$ cat src/rtl/temp_sampler_pkg.sv
`default_nettype none
// ============================================================================
//  Module      : temp_sampler_pkg
//  Description : Shared constants and FSM state codes for the temperature
//                sampler feeding the temperature monitor.
//  Revision    : 1.0 - initial release
// ============================================================================
package temp_sampler_pkg;

    localparam int c_temp_max_tenths = 999;
    localparam int c_bcd_w           = 12;

    typedef logic [1:0] smp_state_t;

    localparam smp_state_t c_smp_idle  = 2'd0;
    localparam smp_state_t c_smp_shift = 2'd1;
    localparam smp_state_t c_smp_done  = 2'd2;

endpackage
`default_nettype wire

$ cat src/rtl/temp_sampler_dabble_digit.sv
`default_nettype none
// ============================================================================
//  Module      : dabble_digit
//  Description : One BCD digit adjust step of double dabble (+3 when >= 5).
//  Revision    : 1.0 - initial release
// ============================================================================
module dabble_digit (
    input  logic [3:0] i_digit,
    output logic [3:0] o_digit
);

    assign o_digit = (i_digit >= 4'd5) ? (i_digit + 4'd3) : i_digit;

endmodule
`default_nettype wire

$ cat src/rtl/temp_sampler.sv
`default_nettype none
// ============================================================================
//  Module      : temp_sampler
//  Description : Periodic / on-demand temperature sampler. Saturates to 99.9
//                and converts to 3-digit BCD with a sequential double dabble.
//  Revision    : 1.0 - initial release
// ============================================================================
module temp_sampler
    import temp_sampler_pkg::*;
#(
    parameter int DIV   = 50_000_000,
    parameter int BIN_W = 10
) (
    input  logic             clk,
    input  logic             rst,
    input  logic [BIN_W-1:0] raw_temp,
    input  logic             sample_now,
    output logic [3:0]       temp_value_huns,
    output logic [3:0]       temp_value_tens,
    output logic [3:0]       temp_value_ones,
    output logic             en,
    output logic             busy,
    output logic             clamped
);

    localparam int c_cnt_w = (DIV > 1) ? $clog2(DIV) : 1;
    localparam int c_sh_w  = $clog2(BIN_W + 1);

    logic [c_cnt_w-1:0] r_period_cnt;
    logic               r_sn_q;
    smp_state_t         r_state;
    smp_state_t         w_state_nxt;
    logic [c_bcd_w-1:0] r_bcd;
    logic [c_bcd_w-1:0] w_bcd_adj;
    logic [BIN_W-1:0]   r_bin;
    logic [BIN_W-1:0]   w_bin_sat;
    logic [c_sh_w-1:0]  r_shift_cnt;
    logic               r_clamp_q;
    logic [3:0]         r_huns;
    logic [3:0]         r_tens;
    logic [3:0]         r_ones;
    logic               r_en;
    logic               r_clamped;
    logic               w_tick;
    logic               w_trig_man;
    logic               w_trigger;
    logic               w_raw_over;
    logic               w_capture;
    logic               w_shift;
    logic               w_publish;

    assign w_tick     = (r_period_cnt == c_cnt_w'(DIV - 1));
    assign w_trig_man = sample_now & ~r_sn_q;
    assign w_trigger  = w_tick | w_trig_man;
    assign w_raw_over = (32'(raw_temp) > 32'(c_temp_max_tenths));
    assign w_bin_sat  = w_raw_over ? BIN_W'(c_temp_max_tenths) : raw_temp;

    always_ff @(posedge clk) begin
        if (rst) begin
            r_period_cnt <= '0;
            r_sn_q       <= 1'b0;
        end else begin
            r_period_cnt <= w_tick ? '0 : (r_period_cnt + c_cnt_w'(1));
            r_sn_q       <= sample_now;
        end
    end

    always_ff @(posedge clk) begin
        if (rst) begin
            r_state <= c_smp_idle;
        end else begin
            r_state <= w_state_nxt;
        end
    end

    // The en cycle is still part of busy, so a trigger landing there is dropped.
    always_comb begin
        w_state_nxt = r_state;
        case (r_state)
            c_smp_idle:  if (w_trigger && !r_en) w_state_nxt = c_smp_shift;
            c_smp_shift: if (r_shift_cnt == c_sh_w'(BIN_W - 1)) w_state_nxt = c_smp_done;
            c_smp_done:  w_state_nxt = c_smp_idle;
            default:     w_state_nxt = c_smp_idle;
        endcase
    end

    always_comb begin
        w_capture = 1'b0;
        w_shift   = 1'b0;
        w_publish = 1'b0;
        case (r_state)
            c_smp_idle:  w_capture = w_trigger && !r_en;
            c_smp_shift: w_shift   = 1'b1;
            c_smp_done:  w_publish = 1'b1;
            default:     w_capture = 1'b0;
        endcase
    end

    for (genvar gi = 0; gi < 3; gi++) begin : g_digit
        dabble_digit u_dabble (
            .i_digit (r_bcd[4*gi +: 4]),
            .o_digit (w_bcd_adj[4*gi +: 4])
        );
    end

    always_ff @(posedge clk) begin
        if (rst) begin
            r_bcd       <= '0;
            r_bin       <= '0;
            r_shift_cnt <= '0;
            r_clamp_q   <= 1'b0;
        end else if (w_capture) begin
            r_bcd       <= '0;
            r_bin       <= w_bin_sat;
            r_shift_cnt <= '0;
            r_clamp_q   <= w_raw_over;
        end else if (w_shift) begin
            {r_bcd, r_bin} <= {w_bcd_adj, r_bin} << 1;
            r_shift_cnt    <= r_shift_cnt + c_sh_w'(1);
        end
    end

    always_ff @(posedge clk) begin
        if (rst) begin
            r_huns    <= 4'd0;
            r_tens    <= 4'd0;
            r_ones    <= 4'd0;
            r_clamped <= 1'b0;
            r_en      <= 1'b0;
        end else begin
            r_en <= w_publish;
            if (w_publish) begin
                r_huns    <= r_bcd[11:8];
                r_tens    <= r_bcd[7:4];
                r_ones    <= r_bcd[3:0];
                r_clamped <= r_clamp_q;
            end
        end
    end

    assign temp_value_huns = r_huns;
    assign temp_value_tens = r_tens;
    assign temp_value_ones = r_ones;
    assign en              = r_en;
    assign clamped         = r_clamped;
    assign busy            = (r_state != c_smp_idle) || r_en;

endmodule
`default_nettype wire

$ cat config.mk
export PLATFORM = sky130hd
export DESIGN_NAME = temp_sampler
export DESIGN_NICKNAME = d
export VERILOG_FILES = /design/src/rtl/temp_sampler_pkg.sv /design/src/rtl/temp_sampler_dabble_digit.sv /design/src/rtl/temp_sampler.sv
export SDC_FILE = /design/constraint.sdc
export NUM_CORES = 1
export LEC_CHECK = 0
export BUFFER_PORTS_ARGS = -buffer_cell sky130_fd_sc_hd__buf_4
export CAP_MARGIN = 5
export CORE_UTILIZATION = 66
export CTS_BUF_LIST = sky130_fd_sc_hd__clkbuf_2 sky130_fd_sc_hd__clkbuf_4 sky130_fd_sc_hd__clkbuf_8
export DETAILED_ROUTE_END_ITERATION = 7
export GPL_ROUTABILITY_DRIVEN = 0
export GPL_TIMING_DRIVEN = 0
export PLACE_DENSITY = 0.9
export RECOVER_POWER = 100
export SETUP_SLACK_MARGIN = 0.4
export SYNTH_ARGS = -nofsm -noshare
export SYNTH_HDL_FRONTEND = slang
export SYNTH_SLANG_ARGS = --single-unit
$ cat constraint.sdc
create_clock -name clk -period 3.19 [get_ports clk]
set_clock_uncertainty 0.1 [all_clocks]
set_input_delay 0.638 -clock clk [delete_from_list [all_inputs] [get_ports clk]]
set_output_delay 0.638 -clock clk [all_outputs]
set_load 0.05 [all_outputs]
==> flow_metrics.py, run 1 <==
metrics = {
    "final_layout": {
        "antenna_cells": 0,
        "fillers": 324,
        "drive_above_1_share_pct": 9.242,
        "stdcell_area_um2": 3633,
        "syn2layout_area_growth_pct": 12.69,
        "nets": 439,
    },
    "yosys": {
        "async_flop_share_pct": 0,
        "synth_area_leaders": "dfxtp_1 (43%), nand2_1 (6.9%), xor2_1 (6.2%), nor2_1 (5.6%), a21oi_1 (4.7%)",
        "netlist_area_um2": 3224,
        "yosys.area.top_type": "dfxtp_1",
        "synth_edf_count": 0,
        "yosysMostFrequentCell": "dfxtp_1",
        "ys_ff_latch": 70,
        "syn_nets": 402,
        "synthCells": 380,
        "yosys_warnings": 0,
        "yosysTopAreaCellShare_pct": 43.46,
        "ys.flop_type": "dfxtp_1",
        "yosysSeqAreaShare_pct": 43.46,
        "syn_avg_cell_area_um2": 8.485,
        "netlist-cell-type-count": 44,
        "ys_top_cells_by_count": "dfxtp_1 (70), nand2_1 (59), nor2_1 (48)",
    },
    "clock_network": {
        "cts_hold_buffers": 0,
        "h-tree-depth": 3,
        "cts_tree": "built",
        "cts-resized-gates": 0,
        "insertion_delay_ns": 0.35,
        "clock_path_buffers": 2,
        "cts_made_buffers": 9,
        "cts.sinks": 70,
        "path_clk_slew_ns": 0.08,
        "cts_setup_buffers": 0,
        "root_buffer": "clkbuf_8",
    },
    "floorplanning": {
        "io_pins": 28,
        "fp.dieW_um": 71.90,
        "rows": 25,
        "core-area_um2": 4723,
        "initial_utilization_pct": 68.26,
        "die_h_um": 71.90,
        "dieArea_um2": 5169,
    },
    "worst_setup_path": {
        "end_kind": "register",
        "crit_fanout": 10,
        "cp-start-kind": "register",
        "crit_chain": "ha_1, nand3_1, nor2_1, a31oi_1, clkbuf_1, nor3_1, nor3_2",
        "cp.required_ns": 3.32,
        "cpPeakStageDelay_ns": 0.49,
        "slowest_stage": "nor2_1",
        "path_class": "reg2reg",
        "worstPathArrival_ns": 2.65,
    },
    "sta": {
        "clock.fmax_mhz": 396.8,
        "post-route-min-period_ns": 2.520,
        "period_share_pct": 79.01,
        "tns_ns": 0,
        "worst_slew_pin_slew_ns": 0.9067,
        "hold_violations": 0,
        "slew_headroom_pct": 39.00,
        "rsz0062_at_grt": "false",
        "slew_violations": 0,
        "setup_viol": 0,
        "hold_ws_ns": 0.3546,
    },
    "detailed_routing": {
        "vias": 2799,
        "antenna_left": 0,
        "viasPerCell": 5.724,
        "drt_first_pass_iters": 5,
        "routed_wl_um": 7154,
        "drtIter0Drc": 187,
        "wl_per_cell_um": 14.63,
        "drcViolationCount": 0,
    },
    "grt": {
        "grt_pass1_vias": 2684,
        "grt_max_degree": 13,
        "antenna_found_initial": 0,
        "grt_overflow": 0,
        "grt_usage_pct": 30.06,
        "grt_first_pass_wirelength_um": 11940,
    },
    "power_and_ir_drop": {
        "ir_drop_v": 0.0003591,
        "power.total_mw": 1.878,
        "p_per_area_nw_per_um2": 517.0,
        "p_leak_nw": 1.343,
    },
    "placed_design": {
        "dp_hpwl_um": 4662,
        "place_area_um2": 3503,
        "port_buffers": 26,
    },
    "job": {
        "cap_violations": 0,
    },
    "worst_hold_path": {
        "hp-class": "reg2reg",
    },
    "run_status": {
        "status": "completed",
    },
}
-- per-stage QoR --
| stage | worst slack [ns] | utilization, % | cells |
|---|---|---|---|
| finish | 0.6697 | 76.93 | 489 |
| floorplan | 1.163 | - | 380 |
| CTS | 0.7933 | 79.10 | 489 |
| global placement | 1.160 | 74.17 | 473 |
| global route | 0.4330 | 76.93 | 489 |
| detailed placement | 1.125 | 74.17 | 473 |
-- cells in the final DEF (no fill, tap or decap), types with 3 or more instances in the layout --
master | netlist | layout
a21oi_1 | 30 | 30
and2_1 | 3 | 3
buf_4 | 0 | 12
clkbuf_1 | 8 | 28
clkbuf_8 | 0 | 11
dfxtp_1 | 70 | 70
ha_1 | 9 | 9
inv_1 | 10 | 10
mux2i_1 | 5 | 5
nand2_1 | 59 | 59
nand2b_1 | 4 | 4
nand3_1 | 18 | 18
nand3b_1 | 3 | 3
nand4_1 | 9 | 9
nor2_1 | 48 | 49
nor2b_1 | 3 | 3
nor3_1 | 14 | 14
o211a_1 | 5 | 5
o21ai_0 | 12 | 12
xnor2_1 | 8 | 8
xor2_1 | 23 | 23
-- registers in the layout, summed over array words and instances, names as in the netlist --
signal	flops
clamped	1
en	1
r_bcd	12
r_bin	10
r_clamp_q	1
r_period_cnt	26
r_shift_cnt	4
r_sn_q	1
r_state	2
temp_value_huns	4
temp_value_ones	4
temp_value_tens	4
-- report_power, final --
part | switching, mW | total [mW] | internal, mW
Sequential | 0.0157 | 0.909 | 0.893
Clock | 0.342 | 0.825 | 0.483
Combinational | 0.0899 | 0.145 | 0.0546
Total | 0.448 | 1.88 | 1.43
-- routing by layer --
layer	vias up	GRT usage (%)	part of all wire, %
met5	-	0	0
met4	0	16.99	2.8
met3	19	5.972	4.6
met2	92	50.00	50
met1	1321	36.53	43
li1	1367	-	-
-- final cells by class --
| class | count | area, um2 | area share, % |
|---|---|---|---|
| Multi-Input combinational cell | 283 | 1662 | 45.73 |
| Sequential cell | 70 | 1401 | 38.57 |
| Clock buffer | 11 | 151.4 | 4.167 |
| Timing Repair Buffer | 26 | 142.6 | 3.926 |
| Tap cell | 67 | 83.83 | 2.307 |
| Clock inverter | 5 | 81.33 | 2.238 |
| Buffer | 17 | 73.82 | 2.032 |
| Inverter | 10 | 37.54 | 1.033 |
-- cells by family after synthesis --
| family | after synthesis | share of synthesized area (%) |
|---|---|---|
| compound gates | 63 | 12.84 |
| xor+xnor | 31 | 8.421 |
| fa+ha+maj | 9 | 3.492 |
| buf+inv | 27 | 3.842 |
| flops | 70 | 43.46 |
| mux | 5 | 1.552 |
| simple gates | 175 | 26.39 |
-- worst paths after layout --
check                                  start                               to  slack [ns]  cells after the start
min reg2reg  temp_value_huns[2]$_SDFFE_PP0P_  temp_value_huns[2]$_SDFFE_PP0P_        0.35                      2
max reg2reg       r_period_cnt[0]$_SDFF_PP0_            r_bin[8]$_SDFFE_PP0P_        0.67                      7
max               r_period_cnt[0]$_SDFF_PP0_            r_bin[8]$_SDFFE_PP0P_        0.67                      7
min          temp_value_huns[2]$_SDFFE_PP0P_  temp_value_huns[2]$_SDFFE_PP0P_        0.35                      2
-- critical path: cells and delay by family, from the launching register on --
kind            cells  cell delay, ns
simple gates        4            1.00
compound gates      1            0.42
flops               1            0.38
buf+inv             1            0.32
fa+ha+maj           1            0.20
Note: power is estimated with default switching activity, not from simulation.
==> inputs of run 2 (changes only) <==
--- a/config.mk
+++ b/config.mk
@@ -5,14 +5,15 @@
 export SDC_FILE = /design/constraint.sdc
 export NUM_CORES = 1
 export LEC_CHECK = 0
+export ABC_AREA = 1
 export BUFFER_PORTS_ARGS = -buffer_cell sky130_fd_sc_hd__buf_4
 export CAP_MARGIN = 5
-export CORE_UTILIZATION = 66
+export CORE_UTILIZATION = 56
 export CTS_BUF_LIST = sky130_fd_sc_hd__clkbuf_2 sky130_fd_sc_hd__clkbuf_4 sky130_fd_sc_hd__clkbuf_8
 export DETAILED_ROUTE_END_ITERATION = 7
 export GPL_ROUTABILITY_DRIVEN = 0
 export GPL_TIMING_DRIVEN = 0
-export PLACE_DENSITY = 0.9
+export PLACE_DENSITY = 0.81
 export RECOVER_POWER = 100
 export SETUP_SLACK_MARGIN = 0.4
 export SYNTH_ARGS = -nofsm -noshare
==> constraint.sdc (replaced) <==
create_clock -name clk -period 2.03 [get_ports clk]
set_clock_uncertainty 0.1 [all_clocks]
set_input_delay 0.406 -clock clk [delete_from_list [all_inputs] [get_ports clk]]
set_output_delay 0.406 -clock clk [all_outputs]
set_load 0.05 [all_outputs]
==> run 2 against run 1 <==
  * Die area up 19%
  * Fmax rose by 40%
  * Critical path depth increased by 4
  * Routed wire length is 12% higher
  * Non-clock buffer count rose by 14
  * Via count grew 16%
  * Critical path type unchanged
==> flow_metrics.py, run 2 <==
metrics = {
    "run_status": {
        "status": "completed",
    },
    "yosys": {
        "netlist-cell-type-count": 34,
        "synthCells": 446,
        "yosysMostFrequentCell": "nand2_1",
        "ys_ff_latch": 70,
        "yosysSeqAreaShare_pct": 42.67,
        "synth_area_leaders": "dfxtp_1 (43%), nand2_1 (9.5%), nor2_1 (7.7%), a21oi_1 (6.4%), o21ai_0 (5.2%)",
        "yosys_warnings": 0,
        "netlist_area_um2": 3284,
        "ys_top_cells_by_count": "nand2_1 (83), dfxtp_1 (70), nor2_1 (67)",
        "yosys.area.top_type": "dfxtp_1",
        "ys.flop_type": "dfxtp_1",
        "synth_edf_count": 0,
        "async_flop_share_pct": 0,
        "syn_avg_cell_area_um2": 7.364,
        "yosysTopAreaCellShare_pct": 42.67,
        "syn_nets": 468,
    },
    "final_layout": {
        "antenna_cells": 0,
        "final_util_pct": 72.44,
        "regMostFlops": "r_period_cnt",
        "syn2layout_area_growth_pct": 22.93,
        "reg.largest.list": "r_period_cnt (26), r_bcd (12), r_bin (10)",
        "fin_cells": 576,
        "nets": 522,
        "final_cell_mix": "nand2_1 (81), dfxtp_1 (67), nor2_1 (60), a21oi_1 (41), inv_1 (33)",
        "stdcell_area_um2": 4038,
        "drive_above_1_share_pct": 21.03,
        "mostFrequentLayoutCell": "nand2_1",
        "largest_register_ffs": 26,
    },
    "detailed_routing": {
        "antenna_left": 0,
        "vias": 3238,
        "drt_first_pass_iters": 5,
        "routed_wl_um": 8012,
        "wl_per_cell_um": 13.91,
        "drtIter0Drc": 220,
        "viasPerCell": 5.622,
        "drcViolationCount": 0,
    },
    "power_and_ir_drop": {
        "ir_drop_v": 0.0005570,
        "p_leak_nw": 1.553,
        "power.total_mw": 2.822,
        "p_per_area_nw_per_um2": 698.9,
    },
    "sta": {
        "post-route-min-period_ns": 1.801,
        "setup_viol": 0,
        "hold_ws_ns": 0.1714,
        "slew_violations": 0,
        "clock.fmax_mhz": 555.4,
        "finalWorstSetupSlack_ns": 0.2294,
        "worst_slew_pin_slew_ns": 0.6225,
        "rsz0062_at_grt": "true",
        "hold_violations": 0,
        "slew_headroom_pct": 58.68,
        "period_share_pct": 88.70,
        "tns_ns": 0,
    },
    "grt": {
        "met3_usage_pct": 5.581,
        "gr-usage-met1_pct": 33.16,
        "grt_overflow": 0,
        "antenna_found_initial": 0,
        "grt_first_pass_wirelength_um": 12520,
        "grt_pass1_vias": 2861,
        "grt_busiest_layer": "met2",
        "grt_max_degree": 12,
        "grt_usage_pct": 25.78,
        "use_met2_pct": 41.65,
    },
    "worst_setup_path": {
        "crit_fanout": 8,
        "cp-start-kind": "register",
        "crit_chain": "ha_4, nand2_4, nor2_4, nand2_1, nor2_2, nand2_2, nand2_1, nand2_8, buf_8, nand3_1, a21oi_2",
        "worstPathArrival_ns": 1.91,
        "end_kind": "register",
        "slowest_stage": "dfxtp_4",
        "r2r_setup_slack_ns": 0.23,
        "path_class": "reg2reg",
        "rr_startpoint": "r_period_cnt[1]$_SDFF_PP0_",
        "cpPeakStageDelay_ns": 0.36,
        "worst_path_most_repeated_cell": "nand2_1",
        "r2r_cells": 11,
        "cp.required_ns": 2.14,
        "r2r_end": "r_bin[0]$_SDFFE_PP0P_",
    },
    "worst_hold_path": {
        "hold_start": "sample_now",
        "hp-class": "in2reg",
        "whs_path_depth": 3,
        "hold_end": "r_sn_q$_SDFF_PP0_",
    },
    "floorplanning": {
        "initial_utilization_pct": 58.92,
        "io_pins": 28,
        "die_h_um": 78.59,
        "dieArea_um2": 6176,
        "core-area_um2": 5574,
        "fp.dieW_um": 78.59,
        "rows": 27,
    },
    "clock_network": {
        "h-tree-depth": 3,
        "path_clk_slew_ns": 0.07,
        "cts.sinks": 70,
        "insertion_delay_ns": 0.34,
        "root_buffer": "clkbuf_8",
        "cts_hold_buffers": 0,
        "clock_path_buffers": 2,
        "cts_made_buffers": 9,
        "cts_tree": "built",
    },
    "placed_design": {
        "dp_hpwl_um": 5085,
        "dpl_worst_slack_ns": 0.1827,
        "dp.cells": 544,
        "port_buffers": 26,
        "place_area_um2": 3570,
    },
    "job": {
        "cap_violations": 0,
    },
}
==> run 2: cell types whose count changed after synthesis, sizes merged, moves of 9 or more <==
cell   before  now
o21ai      12   34
a21oi      30   42
nand2      59   90
nor2       49   77
xor2       23    9
nor3       16    7
inv        10   44
==> run 2: layout make-up <==
cell class	count	area (um2)
buffer	14	90.09
clock buffer	10	137.6
clock inverter	5	50.05
fill	428	1536
inverter	44	167.7
multi-input combinational	318	1782
sequential	70	1408
tap	72	90.09
timing repair buffer	43	312.8
==> run 2: worst max path at each step <==
stage / cells after the start / startpoint / end / slack (ns)
2_1_floorplan: 11 / r_period_cnt[0]$_SDFF_PP0_ / r_bcd[10]$_SDFFE_PP0P_ / 0.42
3_3_place_gp: 11 / r_period_cnt[0]$_SDFF_PP0_ / r_bcd[6]$_SDFFE_PP0P_ / 0.22
3_5_place_dp: 11 / r_period_cnt[0]$_SDFF_PP0_ / r_bcd[6]$_SDFFE_PP0P_ / 0.18
4_1_cts: 11 / r_period_cnt[0]$_SDFF_PP0_ / r_bin[0]$_SDFFE_PP0P_ / 0.33
5_1_grt: 10 / r_period_cnt[5]$_SDFF_PP0_ / r_bin[0]$_SDFFE_PP0P_ / 0.14
6_report: 11 / r_period_cnt[1]$_SDFF_PP0_ / r_bin[0]$_SDFFE_PP0P_ / 0.23
==> run 2: per-layer routing <==
| layer | part of all wire, % | up-vias |
|---|---|---|
| met1 | 44 | 1523 |
| li1 | - | 1556 |
| met3 | 6.1 | 22 |
| met5 | 0 | - |
| met2 | 47 | 137 |
| met4 | 2.2 | 0 |
==> run 2: where the power goes <==
| group | leakage (nW) | switching, mW | internal (mW) | total [mW] |
|---|---|---|---|---|
| sequential | 0.569 | 0.0245 | 1.41 | 1.43 |
| clock | 0.102 | 0.513 | 0.586 | 1.10 |
| combinational | 0.882 | 0.168 | 0.123 | 0.291 |
| total | 1.55 | 0.705 | 2.12 | 2.82 |
==> run 2: cells by family after synthesis <==
kind of cell / Yosys count / synth area share, %
XOR/XNOR: 12 / 3.200
AO/OA/AOI/OAI: 88 / 14.25
buffers and inverters: 58 / 7.162
adder cells (fa/ha/maj): 9 / 3.429
AND/OR/NAND/NOR: 209 / 29.30
flip-flops: 70 / 42.67
==> run 2: worst max-delay path, delay by kind of cell, from the launching register on <==
family,cells,cell delay (ns)
compound gates,1,0.06
flops,1,0.36
fa+ha+maj,1,0.14
buf+inv,1,0.16
simple gates,8,0.84
==> run 2: repair_timing <==
item | in CTS | in global routing
setup buffers | 6 | 9
cloned | 0 | 2
pin swaps | 9 | 18
endpoints found under the setup margin | 52 | 57
gates resized for setup | 22 | 43
==> inputs of run 3 (changes only) <==
--- a/config.mk
+++ b/config.mk
@@ -8,12 +8,12 @@
 export ABC_AREA = 1
 export BUFFER_PORTS_ARGS = -buffer_cell sky130_fd_sc_hd__buf_4
 export CAP_MARGIN = 5
-export CORE_UTILIZATION = 56
+export CORE_UTILIZATION = 66
 export CTS_BUF_LIST = sky130_fd_sc_hd__clkbuf_2 sky130_fd_sc_hd__clkbuf_4 sky130_fd_sc_hd__clkbuf_8
 export DETAILED_ROUTE_END_ITERATION = 7
 export GPL_ROUTABILITY_DRIVEN = 0
 export GPL_TIMING_DRIVEN = 0
-export PLACE_DENSITY = 0.81
+export PLACE_DENSITY = 0.95
 export RECOVER_POWER = 100
 export SETUP_SLACK_MARGIN = 0.4
 export SYNTH_ARGS = -nofsm -noshare
==> constraint.sdc (replaced) <==
create_clock -name clk -period 2.2 [get_ports clk]
set_clock_uncertainty 0.1 [all_clocks]
set_input_delay 0.44 -clock clk [delete_from_list [all_inputs] [get_ports clk]]
set_output_delay 0.44 -clock clk [all_outputs]
set_load 0.05 [all_outputs]
==> run 3 against run 2 <==
  * Final area shrank 2.9%
  * Hold slack gained 0.034 ns
  * First-iteration DRC count increased by 140%
  * Sequential power shrank 8%
  * Clock power increased by 12%
  * Sequential share of layout area grew 0.98 points
  * Combinational power down 10%
  * Largest cell class unchanged
  * Largest power group unchanged
==> flow_metrics.py, run 3 (synthesis results as in run 2) <==
metrics = {
    "sta": {
        "tns_ns": 0,
        "period_share_pct": 89.98,
        "worst_slew_pin_slew_ns": 0.6043,
        "clock.fmax_mhz": 505.2,
        "slew_violations": 0,
        "hold_violations": 0,
        "post-route-min-period_ns": 1.980,
        "setup_viol": 0,
        "slew_headroom_pct": 59.89,
        "rsz0062_at_grt": "true",
    },
    "worst_setup_path": {
        "cpPeakStageDelay_ns": 0.36,
        "worstPathArrival_ns": 2.11,
        "cp.required_ns": 2.33,
        "path_delay_family": "simple AND/OR/NAND/NOR gates",
        "slowest_stage": "dfxtp_2",
        "end_kind": "register",
        "cp-start-kind": "register",
        "crit_buf_inv": 1,
        "critPathLaunch": "r_period_cnt[1]$_SDFF_PP0_",
        "rr_startpoint": "r_period_cnt[1]$_SDFF_PP0_",
        "path_class": "reg2reg",
        "crit_fanout": 10,
        "crit_chain": "ha_4, nand2_2, nor2_4, nand2_1, nor2_2, nand2_2, nand2_1, clkbuf_2, a21oi_1",
    },
    "power_and_ir_drop": {
        "p_leak_nw": 1.477,
        "seq_power_share_pct": 47.0,
        "p_int_mw": 2.140,
        "p_per_area_nw_per_um2": 718.6,
        "p_comb_share_pct": 9.3,
        "p_clk_share_pct": 43.7,
        "ir_drop_v": 0.0006057,
        "swShare_pct": 24.04,
        "p_sw_mw": 0.6771,
    },
    "placed_design": {
        "dp_hpwl_um": 5070,
        "place_area_um2": 3563,
        "port_buffers": 26,
    },
    "detailed_routing": {
        "wl_per_cell_um": 17.54,
        "vias": 3440,
        "drtIter0Drc": 524,
        "antenna_left": 0,
        "viasPerCell": 6.121,
        "drcViolationCount": 0,
        "routed_wl_um": 9860,
        "drt_first_pass_iters": 6,
    },
    "final_layout": {
        "syn2layout_area_growth_pct": 19.35,
        "drive_above_1_share_pct": 16.97,
        "regMostFlops": "r_period_cnt",
        "final_cell_mix": "nand2_1 (80), dfxtp_1 (67), nor2_1 (64), a21oi_1 (41), inv_1 (40)",
        "nets": 512,
        "stdcell_area_um2": 3920,
        "ff_latch_area_um2": 1405,
        "largest_register_ffs": 26,
        "fillers": 285,
        "antenna_cells": 0,
        "mostFrequentLayoutCell": "nand2_1",
        "multi_input_area_um2": 1725,
        "reg.largest.list": "r_period_cnt (26), r_bcd (12), r_bin (10)",
    },
    "floorplanning": {
        "initial_utilization_pct": 69.08,
        "die_h_um": 72.55,
        "rows": 25,
        "io_pins": 28,
        "fp.dieW_um": 72.55,
        "core-area_um2": 4755,
        "dieArea_um2": 5263,
    },
    "clock_network": {
        "cts_hold_buffers": 0,
        "clock_path_buffers": 2,
        "root_buffer": "clkbuf_8",
        "cts_made_buffers": 9,
        "insertion_delay_ns": 0.35,
        "cts_tree": "built",
        "cts.sinks": 70,
        "path_clk_slew_ns": 0.07,
        "h-tree-depth": 3,
    },
    "grt": {
        "grt_usage_pct": 33.12,
        "grt_pass1_vias": 2980,
        "grt_max_degree": 12,
        "gr-usage-met1_pct": 42.20,
        "use_met2_pct": 53.48,
        "antenna_found_initial": 0,
        "met3_usage_pct": 7.500,
        "grt_overflow": 0,
        "grt_first_pass_wirelength_um": 13250,
        "grt_busiest_layer": "met2",
    },
    "worst_hold_path": {
        "hold_start": "sample_now",
        "hp-class": "in2reg",
    },
    "job": {
        "cap_violations": 0,
    },
    "run_status": {
        "status": "completed",
    },
}
-- run 3: cell count changes in the layout (fill, tap and decap cells not counted), moves of 2 or more --
cell	change
nand2_2	+2
inv_1	+7
nor2_4	-4
inv_2	-7
buf_4	-9
clkbuf_8	+2
clkinv_2	-3
nor2_1	+4
-- run 3: tightest hold or removal path, cell delays in order --
cell and delay, ns:
buf_4 0.08, inv_1 0.03, nor2_1 0.07
-- run 3: metrics by stage --
step                      total power [mW]  utilization [%]  setup slack, ns  std cells  hold slack, ns
after floorplan                      1.489                -           0.5606        446          0.3175
after global placement               1.544            74.95           0.4084        539          0.3291
after detailed placement             1.552            74.95           0.3481        539          0.3560
after CTS                            2.741            80.21           0.4133        555          0.2092
after global routing                 2.879            82.45           0.1571        562          0.2217
final                                2.817            82.45           0.2204        562          0.2057
-- run 3: path summary, 6_finish.rpt --
kind | endpoint | slack, ns | cells past startpoint
worst min-delay path | r_sn_q$_SDFF_PP0_ | 0.21 | 3
worst min register to register | r_period_cnt[25]$_SDFF_PP0_ | 0.37 | 2
worst max-delay path | r_period_cnt[3]$_SDFF_PP0_ | 0.22 | 9
worst max register to register | r_period_cnt[3]$_SDFF_PP0_ | 0.22 | 9
-- run 3: power by group through the flow --
stage	sequential (mW)	clock [mW]	combinational, mW
after floorplan	1.34	0	0.148
after global placement	1.34	0	0.199
after detailed placement	1.35	0	0.206
after CTS	1.32	1.21	0.214
after global routing	1.32	1.27	0.281
final	1.32	1.23	0.261
-- run 3: repair_timing --
action                                  CTS  global route
gates resized for setup                   4            29
setup buffers                             0             6
endpoints found under the setup margin   36            43
cloned                                    0             1
pin swaps                                 0            10
-- run 3: metal layers --
metal	share of wire (%)	up-vias
li1	-	1539
met1	38	1586
met2	47	245
met3	9.5	70
met4	4.8	0
met5	0	-
-- run 3: area by class of cell --
class                      count  share of cell area [%]
buffer                        14                   2.139
clock buffer                  13                   4.405
clock inverter                 3                   1.660
inverter                      44                   4.277
multi-input combinational    318                   44.02
sequential                    70                   35.84
tap                           67                   2.139
timing repair buffer          33                   5.522
